<file path="src/rtl/fwd_scoreboard.sv">
// rtl/fwd_scoreboard.sv - shadow pipeline of destination tags driving bypass selects and load-use stall
// Optional stall-cycle counter enabled by defining FWD_PERF_CNT_EN.
module fwd_scoreboard #(
   parameter int REG_ADDR_W = 5,
   parameter int STAGES     = 3,
   parameter int LOAD_AVAIL = 3,
   parameter int SEL_W      = 2
) (
   input  logic                  clk,
   input  logic                  reset,
   input  logic                  issue_valid,
   input  logic [REG_ADDR_W-1:0] rs1,
   input  logic [REG_ADDR_W-1:0] rs2,
   input  logic                  use_rs1,
   input  logic                  use_rs2,
   input  logic [REG_ADDR_W-1:0] rd,
   input  logic                  rd_we,
   input  logic                  is_load,
   input  logic                  hold,
   input  logic                  flush,
   output logic [SEL_W-1:0]      sel_a,
   output logic [SEL_W-1:0]      sel_b,
   output logic                  stall,
   output logic [31:0]           stall_cnt
);

   // Keeps the flush copy index legal when only one stage is tracked.
   localparam int PREV = (STAGES > 1) ? STAGES - 1 : 1;

   logic [STAGES:1]         v_q, v_d;
   logic [STAGES:1]         we_q, we_d;
   logic [STAGES:1]         ld_q, ld_d;
   logic [REG_ADDR_W-1:0]   rd_q [1:STAGES];
   logic [REG_ADDR_W-1:0]   rd_d [1:STAGES];

   logic                    haz_a;
   logic                    haz_b;

   // Scan oldest to youngest so the youngest match overwrites older ones.
   always_comb begin
      sel_a = '0;
      sel_b = '0;
      haz_a = 1'b0;
      haz_b = 1'b0;
      for (int k = STAGES; k >= 1; k--) begin
         if (issue_valid && use_rs1 && (rs1 != '0) &&
             v_q[k] && we_q[k] && (rd_q[k] == rs1)) begin
            sel_a = SEL_W'(k);
            haz_a = ld_q[k] && (k < LOAD_AVAIL);
         end
         if (issue_valid && use_rs2 && (rs2 != '0) &&
             v_q[k] && we_q[k] && (rd_q[k] == rs2)) begin
            sel_b = SEL_W'(k);
            haz_b = ld_q[k] && (k < LOAD_AVAIL);
         end
      end
      stall = haz_a | haz_b;
   end

   always_comb begin
      v_d  = v_q;
      we_d = we_q;
      ld_d = ld_q;
      rd_d = rd_q;
      if (hold) begin
         v_d = v_q;
      end else if (flush) begin
         // Everything younger than the oldest slot is squashed; that slot still advances.
         v_d = '0;
         if (STAGES > 1) begin
            v_d[STAGES]  = v_q[PREV];
            we_d[STAGES] = we_q[PREV];
            ld_d[STAGES] = ld_q[PREV];
            rd_d[STAGES] = rd_q[PREV];
         end
      end else begin
         for (int k = STAGES; k >= 2; k--) begin
            v_d[k]  = v_q[k-1];
            we_d[k] = we_q[k-1];
            ld_d[k] = ld_q[k-1];
            rd_d[k] = rd_q[k-1];
         end
         v_d[1]  = issue_valid & ~stall;
         we_d[1] = rd_we;
         ld_d[1] = is_load;
         rd_d[1] = rd;
      end
   end

   always_ff @(posedge clk) begin
      if (reset) begin
         v_q  <= '0;
         we_q <= '0;
         ld_q <= '0;
         for (int k = 1; k <= STAGES; k++) begin
            rd_q[k] <= '0;
         end
      end else begin
         v_q  <= v_d;
         we_q <= we_d;
         ld_q <= ld_d;
         rd_q <= rd_d;
      end
   end

`ifdef FWD_PERF_CNT_EN
   logic [31:0] stall_cnt_q, stall_cnt_d;

   always_comb begin
      stall_cnt_d = stall_cnt_q;
      if (stall && !hold && (stall_cnt_q != 32'hFFFF_FFFF)) begin
         stall_cnt_d = stall_cnt_q + 32'd1;
      end
   end

   always_ff @(posedge clk) begin
      if (reset) begin
         stall_cnt_q <= '0;
      end else begin
         stall_cnt_q <= stall_cnt_d;
      end
   end

   assign stall_cnt = stall_cnt_q;
`else
   assign stall_cnt = '0;
`endif

endmodule

</file>
<file path="config.mk">
export PLATFORM = sky130hd
export DESIGN_NAME = fwd_scoreboard
export DESIGN_NICKNAME = d
export VERILOG_FILES = /design/src/rtl/fwd_scoreboard.sv
export SDC_FILE = /design/constraint.sdc
export NUM_CORES = 1
export LEC_CHECK = 0
export ABC_AREA = 0
export BUFFER_PORTS_ARGS = -buffer_cell sky130_fd_sc_hd__buf_2
export CORE_ASPECT_RATIO = 0.6
export CORE_UTILIZATION = 48
export CTS_CLUSTER_SIZE = 40
export DETAILED_ROUTE_END_ITERATION = 16
export GPL_TIMING_DRIVEN = 0
export HOLD_SLACK_MARGIN = 0.06
export PLACE_DENSITY = 0.9
export SYNTH_ARGS = -nofsm -noshare
export SYNTH_HDL_FRONTEND = slang
export SYNTH_SLANG_ARGS = --single-unit
</file>
<file path="constraint.sdc">
create_clock -name clk -period 2.1 [get_ports clk]
set_input_delay 0.42 -clock clk [delete_from_list [all_inputs] [get_ports clk]]
set_output_delay 0.42 -clock clk [all_outputs]
set_load 0.01 [all_outputs]
</file>
### After elaboration in Yosys (flattened, before gate mapping)

Cells that the tools add are included.

| operators by class | value |
|---|---|
| equal/unequal tests | 6 |
| mux-type cells | 11 |
| bitwise logic cells | 5 |
| reduce and logical (&&, ||, !) cells | 25 |

Operator list:

| operator | count |
|---|---|
| $eq 5x5->1 | 6 |
| $logic_and 1x1->1 | 22 |
| $mux 2 | 7 |
| $reduce_bool 5->1 | 2 |
| $mux 1 | 4 |
| $not 1->1 | 3 |
| $reduce_and 2->1 | 1 |
| $and 1x1->1 | 1 |
| $or 1x1->1 | 1 |

| storage, ports and cells | value |
|---|---|
| flip-flop bits (word level) | 23 |
| bits of input ports | 24 |
| output and inout port bits | 37 |
| logic and storage cells | 54 |

### Longest topological paths before layout

Gate-level depths: netlist of the first run.

| depth | value |
|---|---|
| depth after elaboration | 11 |
| mapped depth | 6 |
| gate-level depth less buffers | 6 |

### Least setup slack after synthesis of the first run

OpenSTA, ideal clock, no wires.

| timing path | value |
|---|---|
| kind | input-to-output |
| start | input rs1[0] |
| end | output stall |
| arrival time | 1742 ps |
| required time | 1680 ps |
| slack | -62 ps |
| cell stages on the path | 5 |
| buffers on the path | 0 |
| cells stage by stage | or3_1 -> o311a_1 -> and3_4 -> o22a_1 -> o21ai_0 |

| between the ends | value |
|---|---|
| cells in the longest elaborated chain, start to end | 8 |
| elaborated cells on any way between the ends | 13 |
| those cells by class | 2 x eq/ne; 2 x mux; 1 x bitwise; 8 x reduce/logical |

RTL lines:

| what | RTL line | source |
|---|---|---|
| start: declaration | 12 | `input logic [REG_ADDR_W-1:0] rs1,` |
| $reduce_bool 5->1 | 46 | `if (issue_valid && use_rs1 && (rs1 != '0) &&` |
| $logic_and 1x1->1 (2 in a row) | 46 |  |
| $logic_and 1x1->1 (2 in a row) | 47 | `v_q[k] && we_q[k] && (rd_q[k] == rs1)) begin` |
| $mux 1 | 46 |  |
| $mux 1 (*) | 46 |  |
| $or 1x1->1 (*) | 57 | `stall = haz_a \| haz_b;` |
| end: declaration | 23 | `output logic stall,` |

Mark *: on every way between the ends. The rest lies on a longest branch, timed or not.

### Worst setup path after layout of the first run

Ends and elaborated chain as after synthesis.

==> results list, run 1 <==
- Boundary Pins: 61
* Number of nets in the final layout: 280
- In this run the mean area of a mapped cell was 8.11 sq um.
- Buffering stage count on the worst path with inverters included: 2
- Setup repair after global routing missed its margin: yes
* Reg2Reg Depth: 6
* Depth of the CTS H-tree: 1
- The cell family contributing the most delay on the critical path is compound AO/OA/AOI/OAI gates.
- Post-Synth Simple-Gate Area: 18.1%
* Logic depth of the worst setup path including buffers: 7
- Summed over all cells, the static leakage comes to 1.02 nW.
- Share of cells above drive strength 1: 33.7%
* Wire length after detailed routing: 3970 um
* Commonest register cell after synthesis: sky130_fd_sc_hd__dfxtp_1
- Width of the die: 74.6 um
* Met1 track utilization from global routing: 32.8%
- Slowest CP cell: sky130_fd_sc_hd__or3_4
- Status: finished with violations
- Worst stage delay on the critical path: 380 ps
* Class of the tightest hold or removal check: in2reg
- The longest clock path from root to sink contains 2 buffers.
* Number of nets still failing antenna checks after routing: 0
* TritonRoute pass-1 iters: 4
- Clk root buf: sky130_fd_sc_hd__clkbuf_8
- Multi-input gate area: 920 sq um
- Total number of placement rows: 15
- Vias: 1393
* Met2 Track Usage GR: 39.1%
* Utilization after layout: 68.7%
- Buffers placed on the I/O ports in this run total 28.
- Die area: 3400 sq um
* Required time of the critical path: 1680 ps
- After clock tree synthesis, the clock-pin slew on the worst setup and hold paths is 80 ps.
* Die Span Y: 45.5 um
* Violated checks: negative setup slack
* Drc violations: 0
- Compared with the post-synthesis result, the final layout area differs by 32.6%.
- The layout has 250 filler cells.
- Dividing total power by cell area gives a power density of 473 nW/um^2.
- Synthesis produced a netlist whose cell count is 187.
* Area taken by flip-flops and latches: 469 sq um
- Worst hold path cell count: 2
- The number of hold violations in the final report came to 0.
- Routability congestion estimate from global placement: 0.967
- Smallest hold slack: 373 ps
- Max Transition Viols Final: 0
- Final critical-path share of the clock period: 110%
- In this run, the number of DRC markers left after iteration 0 of detailed routing was 151.
- On the final layout, the worst clock skew is 0.482 ps.
- Upper clock frequency limit: 433 MHz
- The number of global-route vias before repair is 1228.
- Summing the areas of all fa, ha and maj instances in the mapped netlist gives 0% of the synthesized area.
* Area inside the core boundary: 2930 sq um
- STA classifies the critical path endpoint as a primary output.
- First-pass GRT wire length: 6010 um
* CP Data Arrival Time: 1890 ps
- Worst-skew pair later-pin latency: 270 ps
- Inserted Diodes: 0
* Setup slack of the critical path after layout: -209 ps
- Routed wire per std cell: 13.4 um
- Of all nets on the critical path, the largest fanout is 4.
* Flip-flop and latch count after synthesis: 23
* Maximum vdd ir drop: 0.359 mV
- The initial antenna violation count came to 0.
* Post-route minimum period: 2310 ps
* Final Power: 0.952 mW
* Global-route met3 utilization: 8.63%
- Yosys warnings: 0
* Total placed instance area: 1830 sq um
- Worst relative slew slack: 65.7%
* Max-Cap Viols: 0
- The HPWL after detailed placement is 2890 um.
- CTS tree: done
* Final instance area: 2010 sq um
* Ratio of routed vias to standard cells: 4.69
* Ordered cell list for the critical path: buf_8 > or3_4 > o311a_4 > and3_4 > o22a_1 > o21ai_1 > buf_2
- Multiplexer area fraction after synthesis: 4.62%
* Number of enable flip-flop cells after synthesis: 0
- In this run, distinct cell masters in the synthesized netlist total 29.
* Residual overflow from global routing: 0
- In this run, CTS created clock tree buffers numbering 3.
- For this configuration, the core starts out at a cell density of 51.8%.
- Global routing used 24.8% of the available tracks across all layers.
* Category of the most critical setup path: in2out
- Largest family of logic cells by synthesized area: buffers and inverters
- Summing the areas of all compound-gate instances in the mapped netlist gives 10.1% of the synthesized area.
- Count of clock tree sinks: 23
- Pin count of the biggest net entering global routing: 15
* Total of endpoints with negative setup slack in the final report: 4
- Counting flops with an async set or reset pin after synthesis yields a share of 0%.
- For the pin with the worst max-slew slack, the measured transition is 514 ps.
* CP Launch Type: input pin
- The share of the Yosys chip area taken by registers is 30.4%.
- Combined area of all synthesized cells: 1520 sq um
- After global routing, the most crowded layer is met2.
- Xor/xnor cell area share of the yosys netlist: 17.3%
synth_stat cells, drive strengths merged (2+ instances only):
cell type / n / area, sq um
buf: 33 / 251
nand2: 30 / 113
xor2: 26 / 228
dfxtp: 23 / 460
a21oi: 18 / 90.1
nor2: 11 / 41.3
mux2i: 7 / 70.1
nor4: 6 / 37.5
clkbuf: 5 / 28.8
nand4: 4 / 25.0
xnor2: 4 / 35.0
inv: 3 / 11.3
a21o: 2 / 16.3
and2: 2 / 13.8
and3: 2 / 17.5
o21ai: 2 / 10.0
o311a: 2 / 20.0
or3: 2 / 12.5
worst reg2reg max path: stages (launching register included):
cell	delay, ps
sky130_fd_sc_hd__dfxtp_4	380
sky130_fd_sc_hd__xor2_2	180
sky130_fd_sc_hd__nor4_2	290
sky130_fd_sc_hd__nand4_1	220
sky130_fd_sc_hd__o22a_1	280
sky130_fd_sc_hd__o2111ai_1	290
sky130_fd_sc_hd__a21oi_1	110
cells by family after synthesis:
logic type / count (synthesis)
xor+xnor: 30
mux: 7
flops: 23
simple gates: 59
other cells: 1
buf+inv: 41
compound gates: 26
cells in the final DEF, fill, tap and decap left out, types with 2 or more instances in the layout:
master                     synthesis  final
sky130_fd_sc_hd__nand2_1          30     30
sky130_fd_sc_hd__nor2_1           11     11
sky130_fd_sc_hd__xor2_1           26     25
sky130_fd_sc_hd__buf_2             0     21
sky130_fd_sc_hd__buf_8             0      3
sky130_fd_sc_hd__o21ai_1           1      2
sky130_fd_sc_hd__conb_1            1     32
sky130_fd_sc_hd__nand4_1           4      4
sky130_fd_sc_hd__buf_4            32     38
sky130_fd_sc_hd__and3_4            1      2
sky130_fd_sc_hd__a21oi_1          18     17
sky130_fd_sc_hd__nor4_1            6      5
sky130_fd_sc_hd__buf_6             1      4
sky130_fd_sc_hd__dfxtp_1          23     18
sky130_fd_sc_hd__xnor2_1           4      4
sky130_fd_sc_hd__clkbuf_1          4      4
sky130_fd_sc_hd__clkbuf_8          1      4
sky130_fd_sc_hd__inv_1             3      3
sky130_fd_sc_hd__mux2i_1           7      7
sky130_fd_sc_hd__dfxtp_2           0      4
routing by layer:
layer	wire, um	vias up	part of all wire (%)
li1	-	692	-
met1	1790	630	45
met2	1770	67	45
met3	383	4	9.7
met4	25	0	0.63
met5	0	-	0
stage by stage:
stage          setup TNS [ps]  std cells  setup slack, ps
2_1_floorplan               0        218             15.6
3_3_place_gp             -753        288             -287
3_5_place_dp             -800        288             -297
4_1_cts                  -491        295             -215
5_1_grt                  -805        297             -265
6_report                 -602        297             -209
report_power, final:
group / internal (mW) / switching, mW
sequential: 0.445 / 0.0125
combinational: 0.105 / 0.108
clock: 0.134 / 0.147
total: 0.684 / 0.267
registers in the layout (all words and copies together) (netlist names):
| register | flops |
|---|---|
| ld_q | 2 |
| rd_q | 15 |
| we_q | 3 |
| v_q | 3 |
area by class of cell:
| type | instances | share of cell area, % |
|---|---|---|
| multi-input combinational | 154 | 45.7 |
| sequential | 23 | 23.3 |
| buffer | 38 | 13.9 |
| timing repair buffer | 33 | 11.4 |
| tap | 42 | 2.61 |
| clock buffer | 3 | 2.05 |
| inverter | 3 | 0.560 |
| clock inverter | 1 | 0.373 |
timing repair:
item,4_1_cts,5_1_grt
resized for setup,21,6
setup buffers,3,2
endpoints found under the setup margin,5,5
pin swaps,5,6
cloned,0,0
hold buffers,0,0
worst paths after layout:
path / start / to / slack (ps)
worst max-delay path: rs1[0] / stall / -210
worst max register to register: rd_q[8] / v_q[1] / 250
worst min-delay path: reset / rd_q[6] / 370
worst min register to register: ld_q[2] / ld_q[2] / 470
Note: power is estimated with default switching activity, not from simulation.
==> run 2, diff against run 1 <==
Settings changed: PLACE_DENSITY 0.9 to 0.79, TNS_END_PERCENT set to 30.
==> results list, run 2 (synthesis results as in run 1) <==
- Status: finished with violations (unchanged).
* Violated checks: negative setup slack (unchanged)
- Number of buffers on the longest clock path: 2 (unchanged)
* Ratio of routed vias to standard cells: 4.61 (was 4.69)
- Number of nets still failing antenna checks after routing: 0 (unchanged)
- Proportion of power drawn by flip-flops and latches: 47.9% (was 48.1%)
* Worst hold path cell count: 3 (was 2)
* Slowest CP cell: sky130_fd_sc_hd__o311a_1 (was sky130_fd_sc_hd__or3_4)
* Initial standard-cell utilization of the core: 51.8% (unchanged)
- Pleak: 1.03 nW (was 1.02 nW)
- Ordered cell list for the critical path: buf_8 > or3_1 > o311a_1 > and3_4 > o22a_1 > o21ai_1 > buf_2 (was buf_8 > or3_4 > o311a_4 > and3_4 > o22a_1 > o21ai_1 > buf_2).
* Clk root buf: sky130_fd_sc_hd__clkbuf_8 (unchanged)
- Leading cell types in the layout, fill and taps excluded: sky130_fd_sc_hd__buf_4 (41), sky130_fd_sc_hd__conb_1 (32), sky130_fd_sc_hd__nand2_1 (30), sky130_fd_sc_hd__xor2_1 (26), sky130_fd_sc_hd__buf_2 (23) (was sky130_fd_sc_hd__buf_4 (38), sky130_fd_sc_hd__conb_1 (32), sky130_fd_sc_hd__nand2_1 (30), sky130_fd_sc_hd__xor2_1 (25), sky130_fd_sc_hd__buf_2 (21)).
* Largest register FFs: 15 (unchanged)
- The pin count of the biggest net entering global routing came to 15 (unchanged).
- The TritonCTS clock tree is done (unchanged).
- The number of nets in the finished design came to 284 (was 280).
- The instance area at placement is 1830 sq um (unchanged).
- Drc violations: 0 (unchanged)
- The die height is 45.5 um (unchanged).
- The number of buffers added by the clock tree synthesis step came to 3 (unchanged).
- Inserted Diodes: 0 (unchanged)
- Max-Cap Viols: 0 (unchanged)
* GRT Util Overall: 22.6% (was 24.8%)
- The met3 layer wire length in the routed design came to 313 um (was 383 um).
- The met1 wire length was 1790 um (about the same).
- Total count of hold-check failures in the final report: 0 (unchanged)
- The register containing the most flip-flops in the final layout is rd_q (unchanged).
- Worst setup path startpoint: rs2[2] (was rs1[0])
* Clock group share of total power: 29.7% (was 29.5%)
* Final instance area: 2000 sq um (was 2010 sq um)
- The count of pins over their slew limit came to 0 (unchanged).
- The floorplan die width came to 74.6 um (unchanged).
* Fraction of power consumed by combinational cells: 22.4% (about the same)
- Hold-fix buffer count after cts: 0 (unchanged)
* Peak fanout along the critical path: 4 (unchanged)
- Clock transition at the registers of the reported paths: 80 ps (about the same)
- TritonRoute pass-1 iters: 4 (unchanged)
- Setup repair after global routing missed its margin: yes (unchanged)
* Reg-to-reg endpoint: v_q[1] (unchanged)
- The placeable core region came to 2930 sq um (unchanged).
- Switching power total: 0.270 mW (was 0.267 mW)
* Worst stage delay on the critical path: 380 ps (about the same)
- Detailed placement HPWL: 2840 um (was 2890 um)
* CP Launch Type: input pin (unchanged)
* Total of endpoints with negative setup slack in the final report: 5 (was 4)
- Vias: 1387 (was 1393)
- Depth of the CTS H-tree: 1 (unchanged)
- CP Data Arrival Time: 1890 ps (about the same)
- The remaining global-route overflow came to 0 (unchanged).
* Count of buffers inserted at the top-level ports: 28 (unchanged)
- The slew of the pin with the lowest slew margin was 506 ps (was 514 ps).
- Via count of the first global-routing pass: 1170 (was 1228)
* Setup crit end: stall (unchanged)
* Final critical-path share of the clock period: 110% (about the same)
* First-pass GRT wire length: 5480 um (was 6010 um)
- Cell area power density: 478 nW/um^2 (was 473 nW/um^2)
* Kind of capture point of the worst setup path: primary output (unchanged)
- The worst-case vdd ir drop was 0.404 mV (was 0.359 mV).
- The startpoint of the lowest-slack register-to-register path is rd_q[8] (unchanged).
- The share of total power consumed by net switching is 28.3% (was 28.1%).
- Area growth from synthesis to layout: 31.8% (was 32.6%)
- Clock Skew: 1.40 ps (was 0.482 ps)
- The routability congestion estimate from global placement came to 0.939 (was 0.967).
- The post-route total power is 0.955 mW (was 0.952 mW).
* Required time of the critical path: 1680 ps (about the same)
- Count of clock tree sinks: 23 (unchanged)
- The number of core rows was 15 (unchanged).
* Internal: 0.685 mW (was 0.684 mW)
- The aggregate routed wire length was 3930 um (was 3970 um).
* Share of cells above drive strength 1: 32.4% (was 33.7%)
- The I/O pin total was 61 (unchanged).
- The commonest non-fill, non-tap cell in the layout was sky130_fd_sc_hd__buf_4 (unchanged).
- Category of the most critical setup path: in2out (unchanged)
* Initial antenna violation count: 0 (unchanged)
- Worst-skew pair later-pin latency: 270 ps (about the same)
* Upper clock frequency limit: 432 MHz (was 433 MHz)
* Reg2Reg Depth: 6 (unchanged)
* Setup slack of the critical path after layout: -215 ps (was -209 ps)
* Die area: 3400 sq um (unchanged)
- Routed wire per std cell: 13.0 um (was 13.4 um)
- The uppermost signal routing layer after detailed routing was met4 (unchanged).
- Post-route minimum period: 2310 ps (about the same)
- Worst relative slew slack: 66.3% (was 65.7%)
* Amount of wire on met2 after detailed routing: 1780 um (was 1770 um)
- Class of the tightest hold or removal check: in2reg (unchanged)
- The internal reg-to-reg setup slack was 300 ps (was 250 ps).
- Registers with the most flip-flops: rd_q: 15 flops, v_q: 3 flops, we_q: 3 flops (unchanged)
* Iteration-0 DRC count of the detailed router: 77 (was 151)
run 2: changes by cell type in the layout (fill, tap and decap cells not counted):
cell / previous run / this run
sky130_fd_sc_hd__buf_4: 38 / 41
sky130_fd_sc_hd__dfxtp_1: 18 / 21
sky130_fd_sc_hd__buf_2: 21 / 23
sky130_fd_sc_hd__dfxtp_2: 4 / 2
sky130_fd_sc_hd__a21oi_1: 17 / 18
sky130_fd_sc_hd__a21oi_2: 1 / 0
sky130_fd_sc_hd__buf_8: 3 / 2
sky130_fd_sc_hd__dfxtp_4: 1 / 0
sky130_fd_sc_hd__o311a_1: 1 / 2
sky130_fd_sc_hd__o311a_4: 1 / 0
sky130_fd_sc_hd__xor2_1: 25 / 26
sky130_fd_sc_hd__xor2_2: 1 / 0
run 2: routing by layer:
metal,up-vias,GRT usage (%)
met5,-,0
met4,0,6.42
met3,6,6.19
met2,61,35.7
met1,620,30.6
li1,700,-
run 2: metrics by stage:
stage / util [%] / setup WS (ps) / hold WS (ps) / TNS, ps / std cells
floorplan: - / 15.6 / 436 / 0 / 218
global placement: 62.4 / -240 / 444 / -537 / 288
detailed placement: 62.4 / -231 / 468 / -525 / 288
CTS: 65.7 / -214 / 372 / -606 / 295
global route: 68.3 / -273 / 372 / -1110 / 301
finish: 68.3 / -215 / 381 / -877 / 301
run 2: area by class of cell:
class	instances	area, sq um
fillers	245	928
multi-input cells	154	897
flip-flops and latches	23	463
plain buffers	38	280
repair buffers	37	246
well taps	42	52.6
clock buffers	3	41.3
inverters	3	11.3
clock inverters	1	7.51
run 2: worst min path at each step:
stage / from / to
after floorplan: ld_q[2] / ld_q[2]
after global routing: rd_we / we_q[1]
after detailed placement: we_q[1] / we_q[1]
final: rd_we / we_q[1]
after CTS: rd_we / we_q[1]
after global placement: ld_q[2] / ld_q[2]
run 2: critical path: cells and delay by family:
kind,cells,cell delay (ps)
simple gates,2,580
compound gates,3,660
buf+inv,2,240
run 2: timing repair:
action                                  CTS  global route
endpoints found under the setup margin    5             5
gates resized for setup                   7             9
cloned                                    0             0
pin swaps                                 6             7
buffers inserted                          3             6
run 2: power groups by stage:
stage	logic, mW	clock network (mW)	registers [mW]
floorplan	0.135	0	0.465
global placement	0.185	0	0.467
detailed placement	0.186	0	0.468
CTS	0.195	0.293	0.457
global route	0.230	0.314	0.459
finish	0.214	0.284	0.457
